==> config.mk <==
export PLATFORM = sky130hd
export DESIGN_NAME = counter_readout_collector
export DESIGN_NICKNAME = d
export VERILOG_FILES = /design/src/rtl/counter_readout_collector.sv
export SDC_FILE = /design/constraint.sdc
export NUM_CORES = 1
export LEC_CHECK = 0
export CAP_MARGIN = 5
export CORE_UTILIZATION = 39
export CTS_CLUSTER_DIAMETER = 30
export DETAILED_ROUTE_END_ITERATION = 12
export PLACE_DENSITY = 0.63
export SYNTH_ARGS = -nofsm -noshare
export SYNTH_HDL_FRONTEND = slang
export SYNTH_SLANG_ARGS = --single-unit
==> constraint.sdc <==
create_clock -name clk -period 2.15 [get_ports clk]
set_input_delay 0.43 -clock clk [delete_from_list [all_inputs] [get_ports clk]]
set_output_delay 0.43 -clock clk [all_outputs]
set_load 0.02 [all_outputs]
==> src/rtl/counter_readout_collector.sv <==
// Read-out stage for shared_counters: issues a read for one id, assembles the serial
// G-bit segment stream into a W-bit value and returns it on a valid/ready port.
module counter_readout_collector #(
  parameter int unsigned N       = 10,
  parameter int unsigned G       = 4,
  parameter int unsigned W       = 64,
  parameter int unsigned TIMEOUT = 15,
  localparam int unsigned IdW    = (N > 1) ? $clog2(N) : 1
) (
  input  logic           clk,
  input  logic           rst,
  input  logic           req_valid,
  output logic           req_ready,
  input  logic [IdW-1:0] req_id,
  output logic [2:0]     cmd_out,
  output logic [IdW-1:0] id_out,
  input  logic [G-1:0]   rdata_in,
  input  logic           rvalid_in,
  input  logic           rlast_in,
  output logic           rsp_valid,
  input  logic           rsp_ready,
  output logic [W-1:0]   rsp_data,
  output logic [7:0]     rsp_nseg,
  output logic           rsp_trunc,
  output logic           rsp_timeout
);

  localparam int unsigned NumSeg = W / G;
  localparam int unsigned WaitW  = (TIMEOUT > 1) ? $clog2(TIMEOUT) : 1;

  localparam logic [1:0] StIdle    = 2'd0;
  localparam logic [1:0] StCollect = 2'd1;
  localparam logic [1:0] StResp    = 2'd2;

  localparam logic [2:0] CmdRead = 3'b101;
  localparam logic [2:0] CmdIdle = 3'b000;

  logic [1:0]       state_q, state_d;
  logic [IdW-1:0]   id_q, id_d;
  logic [W-1:0]     data_q, data_d;
  logic [7:0]       seg_q, seg_d;
  logic [WaitW-1:0] wait_q, wait_d;
  logic             trunc_q, trunc_d;
  logic             tmo_q, tmo_d;
  logic [2:0]       cmd_q, cmd_d;
  logic [IdW-1:0]   id_out_q, id_out_d;

  always_comb begin
    state_d = state_q;
    id_d    = id_q;
    data_d  = data_q;
    seg_d   = seg_q;
    wait_d  = wait_q;
    trunc_d = trunc_q;
    tmo_d   = tmo_q;
    case (state_q)
      StIdle: begin
        if (req_valid) begin
          state_d = StCollect;
          id_d    = req_id;
          data_d  = '0;
          seg_d   = '0;
          wait_d  = '0;
          trunc_d = 1'b0;
          tmo_d   = 1'b0;
        end
      end
      StCollect: begin
        // A segment on the watchdog's final cycle still counts as data, not a timeout.
        if (rvalid_in) begin
          wait_d = '0;
          if (32'(seg_q) < NumSeg) begin
            for (int unsigned i = 0; i < NumSeg; i++) begin
              if (32'(seg_q) == i) data_d[i*G +: G] = rdata_in;
            end
          end else begin
            trunc_d = 1'b1;
          end
          if (seg_q != 8'hFF) seg_d = seg_q + 8'd1;
          if (rlast_in) state_d = StResp;
        end else if (wait_q == WaitW'(TIMEOUT - 1)) begin
          state_d = StResp;
          tmo_d   = 1'b1;
        end else begin
          wait_d = wait_q + 1'b1;
        end
      end
      StResp: begin
        if (rsp_ready) state_d = StIdle;
      end
      default: state_d = StIdle;
    endcase
  end

  // Command lines are registered off the next state so they change with the state itself.
  always_comb begin
    cmd_d    = (state_d == StCollect) ? CmdRead : CmdIdle;
    id_out_d = (state_d == StCollect) ? id_d : '0;
  end

  always_ff @(posedge clk) begin
    if (rst) begin
      state_q  <= StIdle;
      id_q     <= '0;
      data_q   <= '0;
      seg_q    <= '0;
      wait_q   <= '0;
      trunc_q  <= 1'b0;
      tmo_q    <= 1'b0;
      cmd_q    <= CmdIdle;
      id_out_q <= '0;
    end else begin
      state_q  <= state_d;
      id_q     <= id_d;
      data_q   <= data_d;
      seg_q    <= seg_d;
      wait_q   <= wait_d;
      trunc_q  <= trunc_d;
      tmo_q    <= tmo_d;
      cmd_q    <= cmd_d;
      id_out_q <= id_out_d;
    end
  end

  assign req_ready   = (state_q == StIdle);
  assign rsp_valid   = (state_q == StResp);
  assign cmd_out     = cmd_q;
  assign id_out      = id_out_q;
  assign rsp_data    = data_q;
  assign rsp_nseg    = seg_q;
  assign rsp_trunc   = trunc_q;
  assign rsp_timeout = tmo_q;

endmodule

==> run metrics, run 1 <==
result of the run=finished, final reports clean; post-route standard cell area excluding fillers=4990 µm²; leading cell types by count after synthesis=89 x sky130_fd_sc_hd__dfxtp_1, 72 x sky130_fd_sc_hd__nand2_1, 55 x sky130_fd_sc_hd__mux2i_1; length of the first detailed-routing pass in iterations=4; largest net degree at the start of global routing=55; post-synthesis register bit count=89; unrepaired setup endpoints after global routing=false; maxcap violations=0; Hold Path Stages=2; share of the cycle needed by the critical path after routing=0.959; Overflow after GRT=0; Setup crit end kind=primary output; Worst Skew=12.4 ps; maximum frequency from static timing analysis=between 0.4 and 0.5 GHz; Critical Path Start Type=flip-flop; worst vdd rail ir drop=around 0.37 mV; starting utilization of the core area=0.400; count of synthesis-stage warnings from yosys=0; Core Region=9200 µm²; Least-Margin Pin Slew=approximately 700 ps; top_reg_cell synth=sky130_fd_sc_hd__dfxtp_1; most area-hungry cell type in the Yosys netlist=sky130_fd_sc_hd__dfxtp_1; Area after DPL=4790 µm²; die width=99.1 µm; final setup vio count=0; Worst EP required=between 1500 and 2000 ps; leakage power figure=about 2.0 nW; Die Span Y=99.1 µm; top area cells in the synthesized netlist=sky130_fd_sc_hd__dfxtp_1 48%, sky130_fd_sc_hd__mux2i_1 15%, sky130_fd_sc_hd__nand2_1 7.3%, sky130_fd_sc_hd__and3_1 2.7%, sky130_fd_sc_hd__o21ai_0 2.6%; I/O pin total=97; Syn Area/Cell=9.33 µm²; FF/Latch Area=1780 µm²; cell total after placement=593; worst slew margin relative to its limit=0.534; root cell of the clock tree=sky130_fd_sc_hd__clkbuf_8; total die area=9820 µm²; Worst Hold Class=reg2reg; Post-CTS Hold Fix Bufs=0; cell with the most instances after synthesis=sky130_fd_sc_hd__dfxtp_1; critical path type=reg2out; DP Wirelength=roughly 6500 µm; number of fill cells=849; initial DRC count=approximately 120; Max Root-Sink Buffers=2; number of global-route vias before repair=2914; clock period minus final worst setup slack=around 2100 ps; antenna diode instance count=0; antenna violations before repair=0; number of vias per cell=~5.1; signed area change from the synthesized netlist to the final layout=35.8%; PnR worst setup slack=88.0 ps; setup tns final=0 ps; Synth async-reset ratio=0; WL final=9420 µm; RePlAce Congestion=0.861; area used by multi-input combinational logic=1740 µm²; sequential share of the synthesized area=0.485; final-report max-slew violation count=0; filler-free cell count of the finished design=610; H-tree depth=3; Global Route Usage Sum=0.193; total DRC errors in the routed layout=0; count of flip-flops with a built-in enable after synthesis=0; Worst Setup Slack post-DPL=-348 ps; average wire length per cell after detail routing=15.4 µm; clock transition time at the flip-flop clock pins of the worst setup and hold paths=roughly 90 ps; fraction of layout cells with a size suffix above 1=0.0982; placement row count=35; Antenna Violating Nets Remaining=0; CTS tree=built; total number of nets in the final design=514; arrival time reported for the critical path endpoint=1630 ps; post-synthesis instance area=3680 µm²; largest fanout on the critical path=10; post-layout util=0.543; clock buffer count from CTS=9; total vias in the final route=just over 3000; CTS Sinks=89; Synth Instances=394; number of unique standard cell types used by synthesis=44; FF-to-FF path depth=5; Cell Pwr Density=624 nW/µm²; number of nets in the synthesized netlist=414; Final Hold Fails=0; number of buffer cells added on primary ports=95; clock latency on the worst-skew pair=350 ps; portion of synthesized cell area occupied by the leading cell type=0.485; global-route wire length before repair=~15000 µm
[final cells by class]
| cell class | count | area share |
|---|---|---|
| Multi-Input combinational cell | 269 | 0.348 |
| Clock buffer | 10 | 0.0256 |
| Tap cell | 111 | 0.0278 |
| Sequential cell | 89 | 0.357 |
| Clock inverter | 6 | 0.0135 |
| Inverter | 9 | 0.00677 |
| Timing Repair Buffer | 116 | 0.222 |
[logic make-up after synthesis]
logic type | Yosys count | synth area share
AOI/OAI and AO/OA | 42 | 0.0664
xor gates and xnor gates | 1 | 0.00238
adders and majority gates | 6 | 0.0204
buffers and inverters | 37 | 0.0487
DFF | 89 | 0.485
muxes | 56 | 0.153
other | 1 | 0.00102
and+or+nand+nor | 162 | 0.224
[metal layers]
layer / vias to the layer above / wire length [µm] / share of wire / track usage
li1: 1533 / - / - / -
met1: 1474 / 4440 / 0.47 / 0.254
met2: 88 / 4390 / 0.47 / 0.314
met3: 8 / 495 / 0.053 / 0.0520
met4: 0 / 100 / 0.011 / 0.0475
met5: - / 0 / 0 / 0
[where the power goes]
group	internal, mW	switching [mW]
Clock	0.542	0.602
Combinational	0.123	0.176
Sequential	1.67	0.00837
[critical path: stages, from the launching register on]
cell and delay [ps]:
sky130_fd_sc_hd__dfxtp_1 320, sky130_fd_sc_hd__buf_4 160, sky130_fd_sc_hd__nor2_1 160, sky130_fd_sc_hd__clkdlybuf4s50_1 650
[cells in the final DEF, fill, tap and decap left out, types with 2 or more instances in the layout]
master / instances
sky130_fd_sc_hd__clkinvlp_4: 2
sky130_fd_sc_hd__mux2i_1: 55
sky130_fd_sc_hd__nand3_2: 6
sky130_fd_sc_hd__nor2b_1: 3
sky130_fd_sc_hd__clkdlybuf4s50_1: 95
sky130_fd_sc_hd__nor3_1: 4
sky130_fd_sc_hd__clkbuf_8: 9
sky130_fd_sc_hd__buf_4: 21
sky130_fd_sc_hd__a21oi_1: 12
sky130_fd_sc_hd__nand2_1: 72
sky130_fd_sc_hd__o21ai_0: 19
sky130_fd_sc_hd__dfxtp_1: 89
sky130_fd_sc_hd__nand4_1: 4
sky130_fd_sc_hd__or3_1: 3
sky130_fd_sc_hd__nor3b_1: 2
sky130_fd_sc_hd__nor2_4: 2
sky130_fd_sc_hd__o21a_1: 3
sky130_fd_sc_hd__ha_1: 6
sky130_fd_sc_hd__nor2_1: 16
sky130_fd_sc_hd__nand2b_1: 14
sky130_fd_sc_hd__and3_1: 16
sky130_fd_sc_hd__or4_1: 2
sky130_fd_sc_hd__nand3_1: 8
sky130_fd_sc_hd__nand3b_1: 2
sky130_fd_sc_hd__inv_1: 9
sky130_fd_sc_hd__or2_2: 2
[sequential cells by signal, summed over array words and instances (netlist names)]
signal / count
cmd_out: 1
wait_q: 4
rsp_data: 64
id_q: 4
state_q: 2
id_out: 4
rsp_nseg: 8
rsp_timeout: 1
rsp_trunc: 1
[worst paths after layout]
check,startpoint,to,slack (ps)
setup / recovery,state_q[0]$_SDFF_PP0_,rsp_valid,90
hold / removal,rsp_data[49]$_SDFFE_PP0P_,rsp_data[49]$_SDFFE_PP0P_,460
setup reg to reg,rsp_nseg[4]$_SDFFE_PP0P_,rsp_data[48]$_SDFFE_PP0P_,190
hold reg to reg,rsp_data[49]$_SDFFE_PP0P_,rsp_data[49]$_SDFFE_PP0P_,460
[what timing repair did]
action                     CTS  global route
setup endpoints to repair    0            54
buffers inserted             0             0
gates resized for setup      0             1
[through the flow]
step,hold WS (ps),total power [mW]
final,459,3.12
after global routing,473,3.26
after CTS,464,3.14
after detailed placement,447,2.00
after global placement,441,2.00
after floorplan,456,1.89
Power figures use the tool's default switching activity.
==> run 2, diff against run 1 <==
MAX_ROUTING_LAYER = met4   (was unset)
==> run 2 against run 1 <==
Clock power hardly changed. Clock skew shrank 0.85 ps. Maximum frequency grew 0.74%. Wire length rose by 0.49%.
==> run metrics, run 2 (same netlist as run 1, synthesis figures left out) <==
total vias in the final route=3086; root cell of the clock tree=sky130_fd_sc_hd__clkbuf_8; area used by multi-input combinational logic=between 1500 and 2000 µm²; max FFs per register=64; global routing usage on met1=0.260; Worst Hold Class=reg2reg; antenna diode instance count=0; r2r setup slk=190 ps; worst slew margin relative to its limit=0.537; hold endpoint=rsp_data[49]$_SDFFE_PP0P_; number of fill cells=~850; length of the first detailed-routing pass in iterations=4; DP Wirelength=6500 µm; worst flop-to-flop path endpoint=rsp_data[56]$_SDFFE_PP0P_; largest net degree at the start of global routing=55; launching point of the worst reg2reg path=rsp_nseg[7]$_SDFFE_PP0P_; Cell Pwr Density=625 nW/µm²; unrepaired setup endpoints after global routing=false; final-report max-slew violation count=0; met3 layer usage reported by global route=0.0436; total DRC errors in the routed layout=0; setup tns final=0 ps; total die area=9820 µm²; initial DRC count=102; die width=99.1 µm; average wire length per cell after detail routing=roughly 16 µm; CTS Sinks=89; Final Hold Slack=459 ps; share of the cycle needed by the critical path after routing=0.952; Worst Skew=11.6 ps; WL final=9470 µm; Antenna Violating Nets Remaining=0; FF/Latch Area=~1800 µm²; number of global-route vias before repair=2915; maxcap violations=0; antenna violations before repair=0; global-route wire length before repair=14800 µm; FF-to-FF path depth=5; signed area change from the synthesized netlist to the final layout=35.8%; gr busiest metal=met2; clock buffer count from CTS=9; maximum frequency from static timing analysis=0.489 GHz; H-tree depth=3; Least-Margin Pin Slew=just under 700 ps; largest fanout on the critical path=10; critical path type=reg2out; Max Root-Sink Buffers=2; Core Region=9200 µm²; met2 GRT Util=0.314; number of buffer cells added on primary ports=95; arrival time reported for the critical path endpoint=1620 ps; most frequent standard cell in the layout excluding fill and tap cells=sky130_fd_sc_hd__clkdlybuf4s50_1; starting utilization of the core area=0.400; Setup crit end kind=primary output; Post-CTS Hold Fix Bufs=0; worst vdd rail ir drop=about 0.37 mV; Final Hold Fails=0; CTS tree=built; total number of nets in the final design=514; Post-CTS Setup Inserts=0; PnR worst setup slack=103 ps; min-delay src=rsp_data[49]$_SDFFE_PP0P_; Hold Path Stages=2; Overflow after GRT=0; final setup vio count=0; number of vias per cell=5.06; result of the run=finished, final reports clean; I/O pin total=between 90 and 100; clock period minus final worst setup slack=between 2000 and 2500 ps; Global Route Usage Sum=0.198; Die Span Y=99.1 µm; clock transition time at the flip-flop clock pins of the worst setup and hold paths=approximately 90 ps; RePlAce Congestion=0.875; Worst EP required=1720 ps; placement row count=35; most used cells in the layout excluding fill and tap cells=95 x sky130_fd_sc_hd__clkdlybuf4s50_1, 89 x sky130_fd_sc_hd__dfxtp_1, 72 x sky130_fd_sc_hd__nand2_1; leakage power figure=1.97 nW; Worst Setup Slack post-DPL=-348 ps; clock latency on the worst-skew pair=350 ps; fraction of layout cells with a size suffix above 1=0.0982; Critical Path Start Type=flip-flop
-- run 2: cell counts in the layout (fill, tap and decap cells not counted) --
No cell type changed its count.
-- run 2: layout make-up --
cell class	instances	area share
clock buffer	10	0.0256
clock inverter	6	0.0135
inverter	9	0.00677
multi-input combinational	269	0.348
sequential	89	0.357
tap	111	0.0278
timing repair buffer	116	0.222
-- run 2: stage by stage --
step	total power, mW	area, µm²	std cells	util
after floorplan	1.89	3680	394	-
after global placement	2.00	4790	593	0.521
after detailed placement	2.00	4790	593	0.521
after CTS	3.14	4980	609	0.542
after global routing	3.26	4990	610	0.543
final	3.12	4990	610	0.543
-- run 2: worst max-delay path by stage --
stage                             startpoint                         to  slack (ps)  cells past startpoint
floorplan           rsp_nseg[7]$_SDFFE_PP0P_  rsp_data[28]$_SDFFE_PP0P_         310                      6
detailed placement                 req_valid  rsp_data[47]$_SDFFE_PP0P_        -350                      6
global placement                   req_valid  rsp_data[44]$_SDFFE_PP0P_        -250                      6
global route           state_q[0]$_SDFF_PP0_                  rsp_valid          20                      3
finish                 state_q[0]$_SDFF_PP0_                  rsp_valid         100                      3
CTS                                req_valid  rsp_data[47]$_SDFFE_PP0P_          20                      6
-- run 2: timing repair --
action                     in CTS  in global routing
gates resized for setup         0                  1
hold endpoints to repair        0                  0
setup endpoints to repair       0                 54
-- run 2: routing by layer --
layer,vias to the layer above,share of wire
met1,1459,0.48
met5,-,0
met2,83,0.47
met4,0,0.011
li1,1536,-
met3,8,0.046
-- run 2: critical path: stages (launching register included) --
cell	delay, ps
sky130_fd_sc_hd__dfxtp_1	320
sky130_fd_sc_hd__buf_4	160
sky130_fd_sc_hd__nor2_1	150
sky130_fd_sc_hd__clkdlybuf4s50_1	640
-- run 2: power breakdown --
group | total, mW | internal, mW | leakage (nW) | switching, mW
Clock | 1.15 | 0.542 | 0.0929 | 0.607
Combinational | 0.300 | 0.123 | 1.16 | 0.177
Sequential | 1.67 | 1.67 | 0.719 | 0.00839
Total | 3.12 | 2.33 | 1.97 | 0.792
